## src/rtl/pc_fetch_stage_if.sv

```systemverilog
// Instruction-memory request/acknowledge bus between the fetch stage (master)
// and instruction memory (slave).
interface pc_fetch_stage_if #(
  parameter int unsigned IMEM_ADDR_W = 10
);
  logic                   imem_req;
  logic [IMEM_ADDR_W-1:0] imem_addr;
  logic                   imem_ack;
  logic [31:0]            imem_rdata;

  modport master (
    output imem_req,
    output imem_addr,
    input  imem_ack,
    input  imem_rdata
  );

  modport slave (
    input  imem_req,
    input  imem_addr,
    output imem_ack,
    output imem_rdata
  );
endinterface

```

## src/rtl/pc_fetch_stage.sv

```systemverilog
// PC holder and FETCH/EXEC/HALT sequencer for the multi-cycle MIPS core.
// Optional statistics counters are built only when PC_STATS_EN is defined.
module pc_fetch_stage #(
  parameter logic [31:0] RESET_PC    = 32'h0000_0000,
  parameter int unsigned IMEM_ADDR_W = 10
) (
  input  logic                    clk,
  input  logic                    rst_n,
  input  logic [31:0]             pc_next,
  input  logic                    branch_sig,
  input  logic                    branched,
  input  logic                    stall,
  input  logic                    halt,
  input  logic                    go,
  pc_fetch_stage_if.master        imem,
  output logic [31:0]             pc,
  output logic [31:0]             pc_plus_four,
  output logic [31:0]             instr,
  output logic                    instr_valid,
  output logic                    halted,
  output logic [31:0]             cycle_cnt,
  output logic [31:0]             retire_cnt,
  output logic [31:0]             branch_cnt,
  output logic [31:0]             taken_cnt
);

  typedef enum logic [1:0] {
    ST_FETCH = 2'd0,
    ST_EXEC  = 2'd1,
    ST_HALT  = 2'd2
  } state_e;

  state_e      state_q, state_d;
  logic [31:0] pc_q, pc_d;
  logic [31:0] instr_q, instr_d;
  logic        req_q, req_d;
  logic        valid_q, valid_d;
  logic        halted_q, halted_d;
  logic        retire_s;
  logic [31:0] pc_plus_four_s;
  logic        unused_s;

  assign pc_plus_four_s = pc_q + 32'd4;
  assign unused_s       = ^pc_next[1:0];

  // Next-state, next-PC and registered-output decode.
  always_comb begin
    state_d  = state_q;
    pc_d     = pc_q;
    instr_d  = instr_q;
    retire_s = 1'b0;
    case (state_q)
      ST_FETCH: begin
        // req_q gates ack so the cycle just after reset release never accepts data.
        if (req_q && imem.imem_ack) begin
          instr_d = imem.imem_rdata;
          state_d = ST_EXEC;
        end else begin
          state_d = ST_FETCH;
        end
      end
      ST_EXEC: begin
        if (stall) begin
          state_d = ST_EXEC;
        end else if (halt) begin
          pc_d     = pc_plus_four_s;
          state_d  = ST_HALT;
          retire_s = 1'b1;
        end else begin
          pc_d     = {pc_next[31:2], 2'b00};
          state_d  = ST_FETCH;
          retire_s = 1'b1;
        end
      end
      ST_HALT: begin
        if (go) begin
          state_d = ST_FETCH;
        end else begin
          state_d = ST_HALT;
        end
      end
      default: begin
        state_d = ST_FETCH;
      end
    endcase
    req_d    = (state_d == ST_FETCH);
    valid_d  = (state_d == ST_EXEC);
    halted_d = (state_d == ST_HALT);
  end

  // State, PC, instruction and decoded-output registers.
  always_ff @(posedge clk or negedge rst_n) begin
    if (!rst_n) begin
      state_q  <= ST_FETCH;
      pc_q     <= RESET_PC;
      instr_q  <= 32'd0;
      req_q    <= 1'b0;
      valid_q  <= 1'b0;
      halted_q <= 1'b0;
    end else begin
      state_q  <= state_d;
      pc_q     <= pc_d;
      instr_q  <= instr_d;
      req_q    <= req_d;
      valid_q  <= valid_d;
      halted_q <= halted_d;
    end
  end

  assign imem.imem_req  = req_q;
  assign imem.imem_addr = pc_q[IMEM_ADDR_W+1:2];
  assign pc             = pc_q;
  assign pc_plus_four   = pc_plus_four_s;
  assign instr          = instr_q;
  assign instr_valid    = valid_q;
  assign halted         = halted_q;

`ifdef PC_STATS_EN
  logic [31:0] cycle_cnt_q, cycle_cnt_d;
  logic [31:0] retire_cnt_q, retire_cnt_d;
  logic [31:0] branch_cnt_q, branch_cnt_d;
  logic [31:0] taken_cnt_q, taken_cnt_d;

  function automatic logic [31:0] sat_inc(input logic [31:0] v, input logic en);
    if (en && (v != 32'hFFFF_FFFF)) begin
      return v + 32'd1;
    end else begin
      return v;
    end
  endfunction

  // Saturating statistics increments.
  always_comb begin
    cycle_cnt_d  = sat_inc(cycle_cnt_q, state_q != ST_HALT);
    retire_cnt_d = sat_inc(retire_cnt_q, retire_s);
    branch_cnt_d = sat_inc(branch_cnt_q, retire_s & branch_sig);
    taken_cnt_d  = sat_inc(taken_cnt_q, retire_s & branched);
  end

  // Statistics counter registers.
  always_ff @(posedge clk or negedge rst_n) begin
    if (!rst_n) begin
      cycle_cnt_q  <= 32'd0;
      retire_cnt_q <= 32'd0;
      branch_cnt_q <= 32'd0;
      taken_cnt_q  <= 32'd0;
    end else begin
      cycle_cnt_q  <= cycle_cnt_d;
      retire_cnt_q <= retire_cnt_d;
      branch_cnt_q <= branch_cnt_d;
      taken_cnt_q  <= taken_cnt_d;
    end
  end

  assign cycle_cnt  = cycle_cnt_q;
  assign retire_cnt = retire_cnt_q;
  assign branch_cnt = branch_cnt_q;
  assign taken_cnt  = taken_cnt_q;
`else
  logic stats_unused_s;

  assign stats_unused_s = branch_sig ^ branched ^ retire_s;
  assign cycle_cnt      = 32'd0;
  assign retire_cnt     = 32'd0;
  assign branch_cnt     = 32'd0;
  assign taken_cnt      = 32'd0;
`endif

endmodule
```

## src/flat_wrapper.sv

```systemverilog
// flat-port wrapper written by rule: the top's interface ports become plain ports
module pc_fetch_stage_flat 
#(
  parameter logic [31:0] RESET_PC    = 32'h0000_0000,
  parameter int unsigned IMEM_ADDR_W = 10
)
  (clk, rst_n, pc_next, branch_sig, branched, stall, halt, go, pc, pc_plus_four, instr, instr_valid, halted, cycle_cnt, retire_cnt, branch_cnt, taken_cnt, imem_imem_req, imem_imem_addr, imem_imem_ack, imem_imem_rdata);
  pc_fetch_stage_if #(.IMEM_ADDR_W(IMEM_ADDR_W)) imem_i ();
  input  logic clk;
  input  logic rst_n;
  input  logic [31:0] pc_next;
  input  logic branch_sig;
  input  logic branched;
  input  logic stall;
  input  logic halt;
  input  logic go;
  output logic [31:0] pc;
  output logic [31:0] pc_plus_four;
  output logic [31:0] instr;
  output logic instr_valid;
  output logic halted;
  output logic [31:0] cycle_cnt;
  output logic [31:0] retire_cnt;
  output logic [31:0] branch_cnt;
  output logic [31:0] taken_cnt;
  output wire logic [$bits(imem_i.imem_req)-1:0] imem_imem_req;
  output wire logic [$bits(imem_i.imem_addr)-1:0] imem_imem_addr;
  input wire logic [$bits(imem_i.imem_ack)-1:0] imem_imem_ack;
  input wire logic [$bits(imem_i.imem_rdata)-1:0] imem_imem_rdata;
  assign imem_imem_req = imem_i.imem_req;
  assign imem_imem_addr = imem_i.imem_addr;
  assign imem_i.imem_ack = imem_imem_ack;
  assign imem_i.imem_rdata = imem_imem_rdata;
  pc_fetch_stage #(.RESET_PC(RESET_PC), .IMEM_ADDR_W(IMEM_ADDR_W)) u_core (.clk(clk), .rst_n(rst_n), .pc_next(pc_next), .branch_sig(branch_sig), .branched(branched), .stall(stall), .halt(halt), .go(go), .imem(imem_i), .pc(pc), .pc_plus_four(pc_plus_four), .instr(instr), .instr_valid(instr_valid), .halted(halted), .cycle_cnt(cycle_cnt), .retire_cnt(retire_cnt), .branch_cnt(branch_cnt), .taken_cnt(taken_cnt));
endmodule
```

## config.mk

```make
export PLATFORM = sky130hd
export DESIGN_NAME = pc_fetch_stage_flat
export DESIGN_NICKNAME = d
export VERILOG_FILES = /design/src/rtl/pc_fetch_stage_if.sv /design/src/rtl/pc_fetch_stage.sv /design/src/flat_wrapper.sv
export SDC_FILE = /design/constraint.sdc
export NUM_CORES = 1
export LEC_CHECK = 0
export BUFFER_PORTS_ARGS = -buffer_cell sky130_fd_sc_hd__clkbuf_2
export CORE_ASPECT_RATIO = 1.5
export CORE_UTILIZATION = 30
export DETAILED_ROUTE_END_ITERATION = 10
export REMOVE_ABC_BUFFERS = 1
export SYNTH_ARGS = -nofsm -noshare
export SYNTH_HDL_FRONTEND = slang
export SYNTH_SLANG_ARGS = --single-unit
```

## constraint.sdc

```tcl
create_clock -name clk -period 4.2 [get_ports clk]
set_input_delay 0.42 -clock clk [delete_from_list [all_inputs] [get_ports clk]]
set_output_delay 0.42 -clock clk [all_outputs]
set_load 0.05 [all_outputs]
```

==> impl_metrics.ini, run 1 <==
[setup_path]
slowest_stage = nor4_4
critPathMaxStageDelay_ns = 0.59
rr_startpoint = u_core.pc[2]
crit_type = reg -> out
cp-end-kind = output port
ff2ff_path_depth = 6
r2r_slack_ns = 1.68
crit_chain = ha_1 > nand4_1 > nor4_4 > nand4_4 > nor2_1 > xor2_1 > clkbuf_2
required_ns = 3.78
worstPathMaxFanout = 6
cp.arrival_ns = 2.78
crit-reg2reg-capture = u_core.pc[28]
crit_path_start_kind = flop

[floorplanning]
die_area_um2 = 16190
coreArea_um2 = 15210
num_rows = 55
initial_core_util = 0.3093
fp.dieH_um = 155.4
pin_count = 309
die_x_um = 104.2

[placed_design]
io_buffers = 172
gp_routability_congestion = 0.7358
pre_cts_slack_ns = 1.252
dp_hpwl_um = 9147

[synthesis]
synth_edf_count = 0
synth.distinct_cells = 45
synth_area_leader_cell = dfrtp_1
synth_area_um2 = 4703
synth_flop_cell = dfrtp_1
synth_top_cell_area_share = 0.3565
netlist_instances = 496
ys_ff_latch = 67
synthTopCellsByArea = dfrtp_1 36%, buf_4 23%, mux2_2 7.7%, xnor2_1 4.3%, a21oi_1 3.3%
ys_async_sr_fraction = 1.000
syn_avg_cell_area_um2 = 9.482
synthesis.yosys.warnings = 0
ys_seq_area_frac = 0.3565

[cts]
clk_pin_slew_ns = 0.06
cts_max_level = 3
cts.sinks = 67
cts_buffers = 9
post_cts_buffers = 0
root_buffer = clkbuf_16
cts.path.max_buffers = 2
cts_resized = 0
cts_tree = built
ctsHoldBuffers = 0
clk_latency_ns = 0.33

[sta]
setup_slack_ns = 1.004
finClkSkew_ns = 0.01150
setup_viol = 0
period_minus_slack_ns = 3.196
hold_ws_ns = 0.2035
max_freq_mhz = 312.9
maxSlewHeadroom = 0.4052
setup_tns_ns = 0
hold_viol = 0
grt_setup_unrepaired = no
slew_violations = 0
tightest_slew_ns = 0.8922
period_share = 0.7610

[grt]
grt_max_degree = 70
gr-total-overflow = 0
grt_antenna_before_repair = 0
grt_pass1_wl_um = 18910
grt_usage = 0.1505
grt_pass1_vias = 3390

[outcome]
status = complete, no violations

[routing]
antenna_left = 0
via_count = 3751
wl_per_cell_um = 14.20
drt_iter0_markers = 118
dr.pass1.iters = 4
drc = 0
finalWirelength_um = 12120
vias_per_cell = 4.397

[cells_and_area]
syn_to_final_growth_pct = 15.96
multi_input_area_um2 = 2298
fin_nets = 722
final_layout_size_suffix_gt1_frac = 0.3731
num-fill-cells = 1636
final_util = 0.3586
antenna_cells = 0
seq_area_um2 = 1677

[run]
cap_violations = 0

[min_path]
hp-class = in -> async
## synthesized netlist by cell type, drive strengths merged (2+ instances only)
cell type / count
a21oi: 31
a2bb2oi: 14
a31o: 2
and3: 10
buf: 147
clkbuf: 23
dfrtp: 67
inv: 3
mux2: 32
mux2i: 3
nand2: 32
nand3: 23
nand4: 14
nor2: 11
nor3: 5
nor4: 4
o211ai: 2
o21ai: 8
o22ai: 15
o31a: 2
o32ai: 2
or2: 3
or3: 2
or4: 6
xnor2: 23
xor2: 5
## worst max-delay path: cells and delay by family (launching register included)
| family | cells | cell delay [ns] |
|---|---|---|
| and+or+nand+nor | 4 | 1.18 |
| DFF | 1 | 0.45 |
| adders and majority gates | 1 | 0.36 |
| buffers and inverters | 1 | 0.29 |
| xor gates and xnor gates | 1 | 0.15 |
## cell usage in the layout, fill, tap and decap left out, drive strengths merged, types with 3 or more instances in the layout
cell type,count
clkbuf,181
conb,132
dfrtp,67
nand2,32
mux2,32
a21oi,31
xnor2,23
nand3,23
o22ai,15
a2bb2oi,14
nand4,14
nor2,11
buf,10
and3,10
o21ai,8
or4,6
xor2,5
nor3,5
inv,5
nor4,4
mux2i,3
clkinvlp,3
or2,3
## state kept, by name, indices dropped and copies added (netlist names)
| name | cells |
|---|---|
| u_core.instr | 32 |
| u_core.instr_valid | 1 |
| u_core.pc | 30 |
| u_core.state_q | 2 |
| u_core.halted | 1 |
| u_core.imem.imem_req | 1 |
## worst max-delay path by stage
stage / depth (start not counted) / endpoint / from / slack, ns
2_1_floorplan: 3 / u_core.instr[0] / u_core.imem.imem_req / 0.62
3_3_place_gp: 7 / pc_plus_four[26] / u_core.pc[2] / 1.27
3_5_place_dp: 7 / pc_plus_four[26] / u_core.pc[2] / 1.25
4_1_cts: 7 / pc_plus_four[26] / u_core.pc[2] / 0.87
5_1_grt: 7 / pc_plus_four[26] / u_core.pc[2] / 0.73
6_report: 7 / pc_plus_four[26] / u_core.pc[2] / 1.00
## logic make-up (layout without fill, tap and decap cells)
logic type | Yosys count | count (layout) | share of synthesized area
mux | 35 | 35 | 0.08300
buf+inv | 173 | 200 | 0.2615
other cells | 1 | 132 | 0.0007973
compound gates | 78 | 78 | 0.1048
flops | 67 | 67 | 0.3565
simple gates | 113 | 113 | 0.1386
xor+xnor | 28 | 28 | 0.05214
fa+ha+maj | 1 | 1 | 0.002660
## per-stage QoR
step	cells	area, µm²
2_1_floorplan	457	3976
3_3_place_gp	837	5166
3_5_place_dp	837	5166
4_1_cts	853	5454
5_1_grt	853	5454
6_report	853	5454
## final cells by class
class                      count  area share
clock inverter                 6    0.008947
tap                          199     0.04565
clock buffer                  10     0.04382
multi-input combinational    387      0.4214
timing repair buffer         181      0.1707
sequential                    67      0.3074
inverter                       3    0.002065
## routing by layer
metal / track usage / wire length (µm)
met1: 0.1663 / 4634
met2: 0.2803 / 6378
met3: 0.04273 / 1000
met4: 0.03878 / 102
met5: 0 / 0
Power of run 1 is not shown: default switching activity piles up to over one toggle a cycle in this logic, so the estimate is an artifact.
==> inputs of run 2 (changes only) <==
--- a/config.mk
+++ b/config.mk
@@ -5,6 +5,7 @@
 export SDC_FILE = /design/constraint.sdc
 export NUM_CORES = 1
 export LEC_CHECK = 0
+export ABC_AREA = 1
 export BUFFER_PORTS_ARGS = -buffer_cell sky130_fd_sc_hd__clkbuf_2
 export CORE_ASPECT_RATIO = 1.5
 export CORE_UTILIZATION = 30
==> constraint.sdc (replaced) <==
create_clock -name clk -period 3.3 [get_ports clk]
set_input_delay 0.33 -clock clk [delete_from_list [all_inputs] [get_ports clk]]
set_output_delay 0.33 -clock clk [all_outputs]
set_load 0.05 [all_outputs]
==> run 2 against run 1 <==
  * Synthesized area is 3.5% higher
  * Cell area is 3.5% higher
  * Highest routed layer unchanged
  * Synthesized cell count is 27% higher
  * Critical endpoint is now pc_plus_four[28]
  * Global-route usage is 0.29 points higher
  * Non-clock buffer count is 7 lower
  * Utilization is 0.052 points lower
==> impl_metrics.ini, run 2 <==
[routing]
via_count = 4083
drt_iter0_markers = 168
drc = 0
antenna_left = 0
wl_per_cell_um = 12.80
dr.pass1.iters = 4
finalWirelength_um = 12750
vias_per_cell = 4.099

[placed_design]
dp_hpwl_um = 10050
gp_routability_congestion = 0.7710
dpl_cell_area_um2 = 5358
place_inst = 980
io_buffers = 172

[sta]
finClkSkew_ns = 0.007598
maxSlewHeadroom = 0.2787
setup_viol = 0
setup_tns_ns = 0
period_share = 0.7514
max_freq_mhz = 403.3
period_minus_slack_ns = 2.480
grt_setup_unrepaired = no
tightest_slew_ns = 1.079
slew_violations = 0
hold_viol = 0

[cells_and_area]
largest_register_ffs = 32
multi_input_area_um2 = 2380
seq_area_um2 = 1677
stdcell_count = 996
final_common_cell = clkbuf_2
antenna_cells = 0
final_cell_mix = 171 x clkbuf_2, 148 x nand2_1, 132 x conb_1
final_layout_size_suffix_gt1_frac = 0.2963
syn_to_final_growth_pct = 16.02
final_cell_area_um2 = 5645
fin_nets = 861
num-fill-cells = 1735

[synthesis]
synth_area_leader_cell = dfrtp_1
synth_area_um2 = 4866
ys_ff_latch = 67
synth_flop_cell = dfrtp_1
synth.most_common_cell = nand2_1
synth_edf_count = 0
synth.distinct_cells = 31
syn_avg_cell_area_um2 = 7.724
synth_top_cell_area_share = 0.3446
synthTopCellsByArea = dfrtp_1 34%, buf_4 22%, nand2_1 11%, nor2_1 6.0%, mux2_2 4.9%
synthesis.yosys.warnings = 0
ys_seq_area_frac = 0.3446
ys_async_sr_fraction = 1.000
netlist_instances = 630
yosys-top-cells-count = 148 x nand2_1, 142 x buf_4, 78 x nor2_1

[floorplanning]
coreArea_um2 = 15770
fp.dieH_um = 158.0
pin_count = 309
initial_core_util = 0.3087
num_rows = 56
die_area_um2 = 16740
die_x_um = 106.0

[outcome]
status = complete, no violations

[grt]
grt_pass1_vias = 3457
grt_usage = 0.1534
grt_max_degree = 68
grt_pass1_wl_um = 19050
grt_antenna_before_repair = 0
gr-total-overflow = 0

[setup_path]
required_ns = 2.97
worstPathMaxFanout = 5
cp.arrival_ns = 2.15
crit_path_start_kind = flop
crit_type = reg -> out
cp-end-kind = output port

[run]
cap_violations = 0

[power_and_ir_drop]
max-vdd-ir-drop_v = 0.0005888
leakagePower_nw = 3.102
powerDensity_nw_per_um2 = 1240

[cts]
ctsHoldBuffers = 0
cts_resized = 0
cts.sinks = 67
cts_tree = built
post_cts_buffers = 0
cts.path.max_buffers = 2
clk_latency_ns = 0.34
cts_max_level = 3
clk_pin_slew_ns = 0.06
cts_buffers = 9
root_buffer = clkbuf_16

[min_path]
hp-class = in -> async
## run 2: kinds of logic after synthesis
group                      synth area share
xor gates and xnor gates            0.01080
other                             0.0007707
AOI/OAI and AO/OA                   0.05065
buffers and inverters                0.2684
muxes                               0.07406
DFF                                  0.3446
adders and majority gates          0.002571
and+or+nand+nor                      0.2481
## run 2: metrics by stage
| stage | worst slack (ns) | power, mW | utilization | hold WS [ns] |
|---|---|---|---|---|
| 6_report | 0.8203 | 7.003 | 0.3581 | 0.1152 |
| 5_1_grt | 0.6065 | 7.407 | 0.3581 | 0.1822 |
| 4_1_cts | 0.7707 | 7.107 | 0.3581 | 0.1563 |
| 3_5_place_dp | 1.118 | 6.146 | 0.3398 | 0.4815 |
| 3_3_place_gp | 1.114 | 6.111 | 0.3398 | 0.4744 |
| 2_1_floorplan | 0.2735 | 5.081 | - | 0.03441 |
## run 2: worst paths after layout
check                                   endpoint  depth (start not counted)  slack [ns]                start
worst min-delay path             u_core.instr[8]                          1        0.12                rst_n
worst min register to register   u_core.instr[0]                          1        0.49      u_core.instr[0]
max in group asynchronous          u_core.pc[20]                          1        2.59                rst_n
min in group clk                u_core.instr[30]                          2        0.20  imem_imem_rdata[30]
worst max register to register   u_core.instr[4]                          3        1.17    u_core.state_q[0]
worst max-delay path            pc_plus_four[28]                          8        0.82         u_core.pc[3]
## run 2: critical path, stage by stage (launching register included)
cell and delay, ns:
dfrtp_1 0.42, ha_1 0.26, nand2_2 0.10, nor2_4 0.19
nand2_1 0.10, nor2_1 0.25, nand3_1 0.14, nand2_1 0.08
clkbuf_2 0.28
## run 2: final cells by class
type                       instances  share of cell area
multi-input combinational        491              0.4215
sequential                        67              0.2970
timing repair buffer             174              0.1556
tap                              203             0.04499
clock buffer                      10             0.04233
inverter                          45             0.02992
clock inverter                     6            0.008644
## run 2: metal layers
metal	vias to the layer above	global-route usage	part of all wire
met5	-	0	0
met4	0	0.05556	0.019
met3	12	0.03417	0.064
met2	218	0.2960	0.54
met1	1843	0.1607	0.37
li1	2010	-	-
## run 2: power by group
group | switching (mW) | internal, mW
sequential | 0.406 | 1.22
clock | 0.403 | 0.536
combinational | 3.52 | 0.914
(Power assumes the default switching activity.)
==> inputs of run 3 (changes only) <==
==> constraint.sdc (replaced) <==
create_clock -name clk -period 2.3 [get_ports clk]
set_input_delay 0.23 -clock clk [delete_from_list [all_inputs] [get_ports clk]]
set_output_delay 0.23 -clock clk [all_outputs]
set_load 0.05 [all_outputs]
==> run 3 against run 2 <==
  * Sequential share of layout area decreased by 0.34 points
  * Utilization increased by 0.60 points
  * Total power increased by 45%
  * Final cell count increased by 0.40%
  * Critical path depth decreased by 1
  * Combinational power increased by 45%
  * Critical endpoint is now pc_plus_four[20]
  * Largest power group unchanged
==> impl_metrics.ini, run 3 (synthesis results as in run 2) <==
[cts]
root_buffer = clkbuf_16
clk_latency_ns = 0.34
cts_max_level = 3
cts_tree = built
cts.sinks = 67
ctsHoldBuffers = 0
cts.path.max_buffers = 2
clk_pin_slew_ns = 0.06
cts_buffers = 9

[cells_and_area]
multi_input_area_um2 = 2427
largest_register_ffs = 32
fin_nets = 865
seq_area_um2 = 1685
num-fill-cells = 1731
final_cell_mix = 161 x clkbuf_2, 147 x nand2_1, 132 x conb_1
stdcell_count = 1000
syn_to_final_growth_pct = 17.97
final_common_cell = clkbuf_2
final_layout_size_suffix_gt1_frac = 0.3149
antenna_cells = 0
final_cell_area_um2 = 5741

[setup_path]
cp.arrival_ns = 1.99
required_ns = 2.07
cp-startpoint = u_core.pc[8]
ff2ff_path_depth = 9
r2r_slack_ns = 0.65
rr_startpoint = u_core.pc[8]
crit_path_start_kind = flop
crit-reg2reg-capture = u_core.pc[26]
crit_end = pc_plus_four[20]
worstPathMaxFanout = 6
crit_type = reg -> out
cp-end-kind = output port

[sta]
period_minus_slack_ns = 2.222
tightest_slew_ns = 0.8910
setup_viol = 0
period_share = 0.9663
finClkSkew_ns = 0.01369
slew_violations = 0
hold_viol = 0
max_freq_mhz = 450.0
maxSlewHeadroom = 0.4060

[routing]
drt_iter0_markers = 169
wl_per_cell_um = 12.91
dr.pass1.iters = 4
vias_per_cell = 4.150
via_count = 4150
drc = 0
finalWirelength_um = 12910
antenna_left = 0

[power_and_ir_drop]
powerDensity_nw_per_um2 = 1767
max-vdd-ir-drop_v = 0.0007562
leakagePower_nw = 3.133

[outcome]
status = complete, no violations

[floorplanning]
num_rows = 56
die_area_um2 = 16740
initial_core_util = 0.3087
coreArea_um2 = 15770
pin_count = 309
die_x_um = 106.0
fp.dieH_um = 158.0

[grt]
grt_usage = 0.1541
grt_pass1_wl_um = 19080
grt_max_degree = 68
grt_antenna_before_repair = 0
grt_pass1_vias = 3578
gr-total-overflow = 0

[placed_design]
io_buffers = 172
gp_routability_congestion = 0.8010
dpl_cell_area_um2 = 5373
dp_hpwl_um = 10180
place_inst = 982

[min_path]
hp-class = in -> async

[run]
cap_violations = 0
## run 3: what timing repair did
| action | 4_1_cts | 5_1_grt |
|---|---|---|
| setup buffers | 0 | 2 |
| resized for setup | 10 | 20 |
| pin swaps | 0 | 1 |
| setup endpoints to repair | 7 | 17 |
## run 3: routing by layer
metal / part of all wire / GRT usage / up-vias
li1: - / - / 2026
met1: 0.36 / 0.1580 / 1885
met2: 0.55 / 0.3010 / 226
met3: 0.064 / 0.03458 / 13
met4: 0.021 / 0.05688 / 0
met5: 0 / 0 / -
## run 3: critical path: stages (launching register included)
cell      delay (ns)
dfrtp_1         0.48
nand2_1         0.11
nor2_1          0.31
nand3b_1        0.21
nor2_1          0.13
nand2_1         0.07
nand2_1         0.07
clkbuf_2        0.28
## run 3: worst min-delay path by stage
stage	from	slack [ns]	endpoint	depth (start not counted)
after floorplan	rst_n	-0.07	u_core.halted	0
after global placement	rst_n	0.42	u_core.instr[8]	1
after detailed placement	rst_n	0.42	u_core.instr[3]	1
after CTS	rst_n	0.06	u_core.instr[3]	1
after global routing	rst_n	0.1	u_core.instr[22]	1
final	rst_n	0.02	u_core.instr[3]	1
## run 3: report_power, final
group	internal, mW	leakage (nW)	switching [mW]
Clock	0.736	0.132	0.591
Sequential	1.77	0.802	0.590
Combinational	1.37	2.20	5.09
## run 3: area by class of cell
class / count / area share
Multi-Input combinational cell: 491 / 0.4228
Clock buffer: 9 / 0.03923
Timing Repair Buffer: 178 / 0.1617
Sequential cell: 67 / 0.2936
Clock inverter: 7 / 0.008936
Inverter: 45 / 0.02942
Tap cell: 203 / 0.04425
## run 3: stage by stage
stage / utilization / TNS (ns) / setup slack [ns] / hold WS, ns / total power, mW
2_1_floorplan: - / -12.42 / -0.6781 / -0.06559 / 7.289
3_3_place_gp: 0.3408 / 0 / 0.2815 / 0.4219 / 8.770
3_5_place_dp: 0.3408 / 0 / 0.2682 / 0.4216 / 8.828
4_1_cts: 0.3599 / -0.02436 / -0.02436 / 0.05998 / 10.21
5_1_grt: 0.3641 / -0.2716 / -0.05236 / 0.09624 / 10.71
6_report: 0.3641 / 0 / 0.07753 / 0.02166 / 10.14
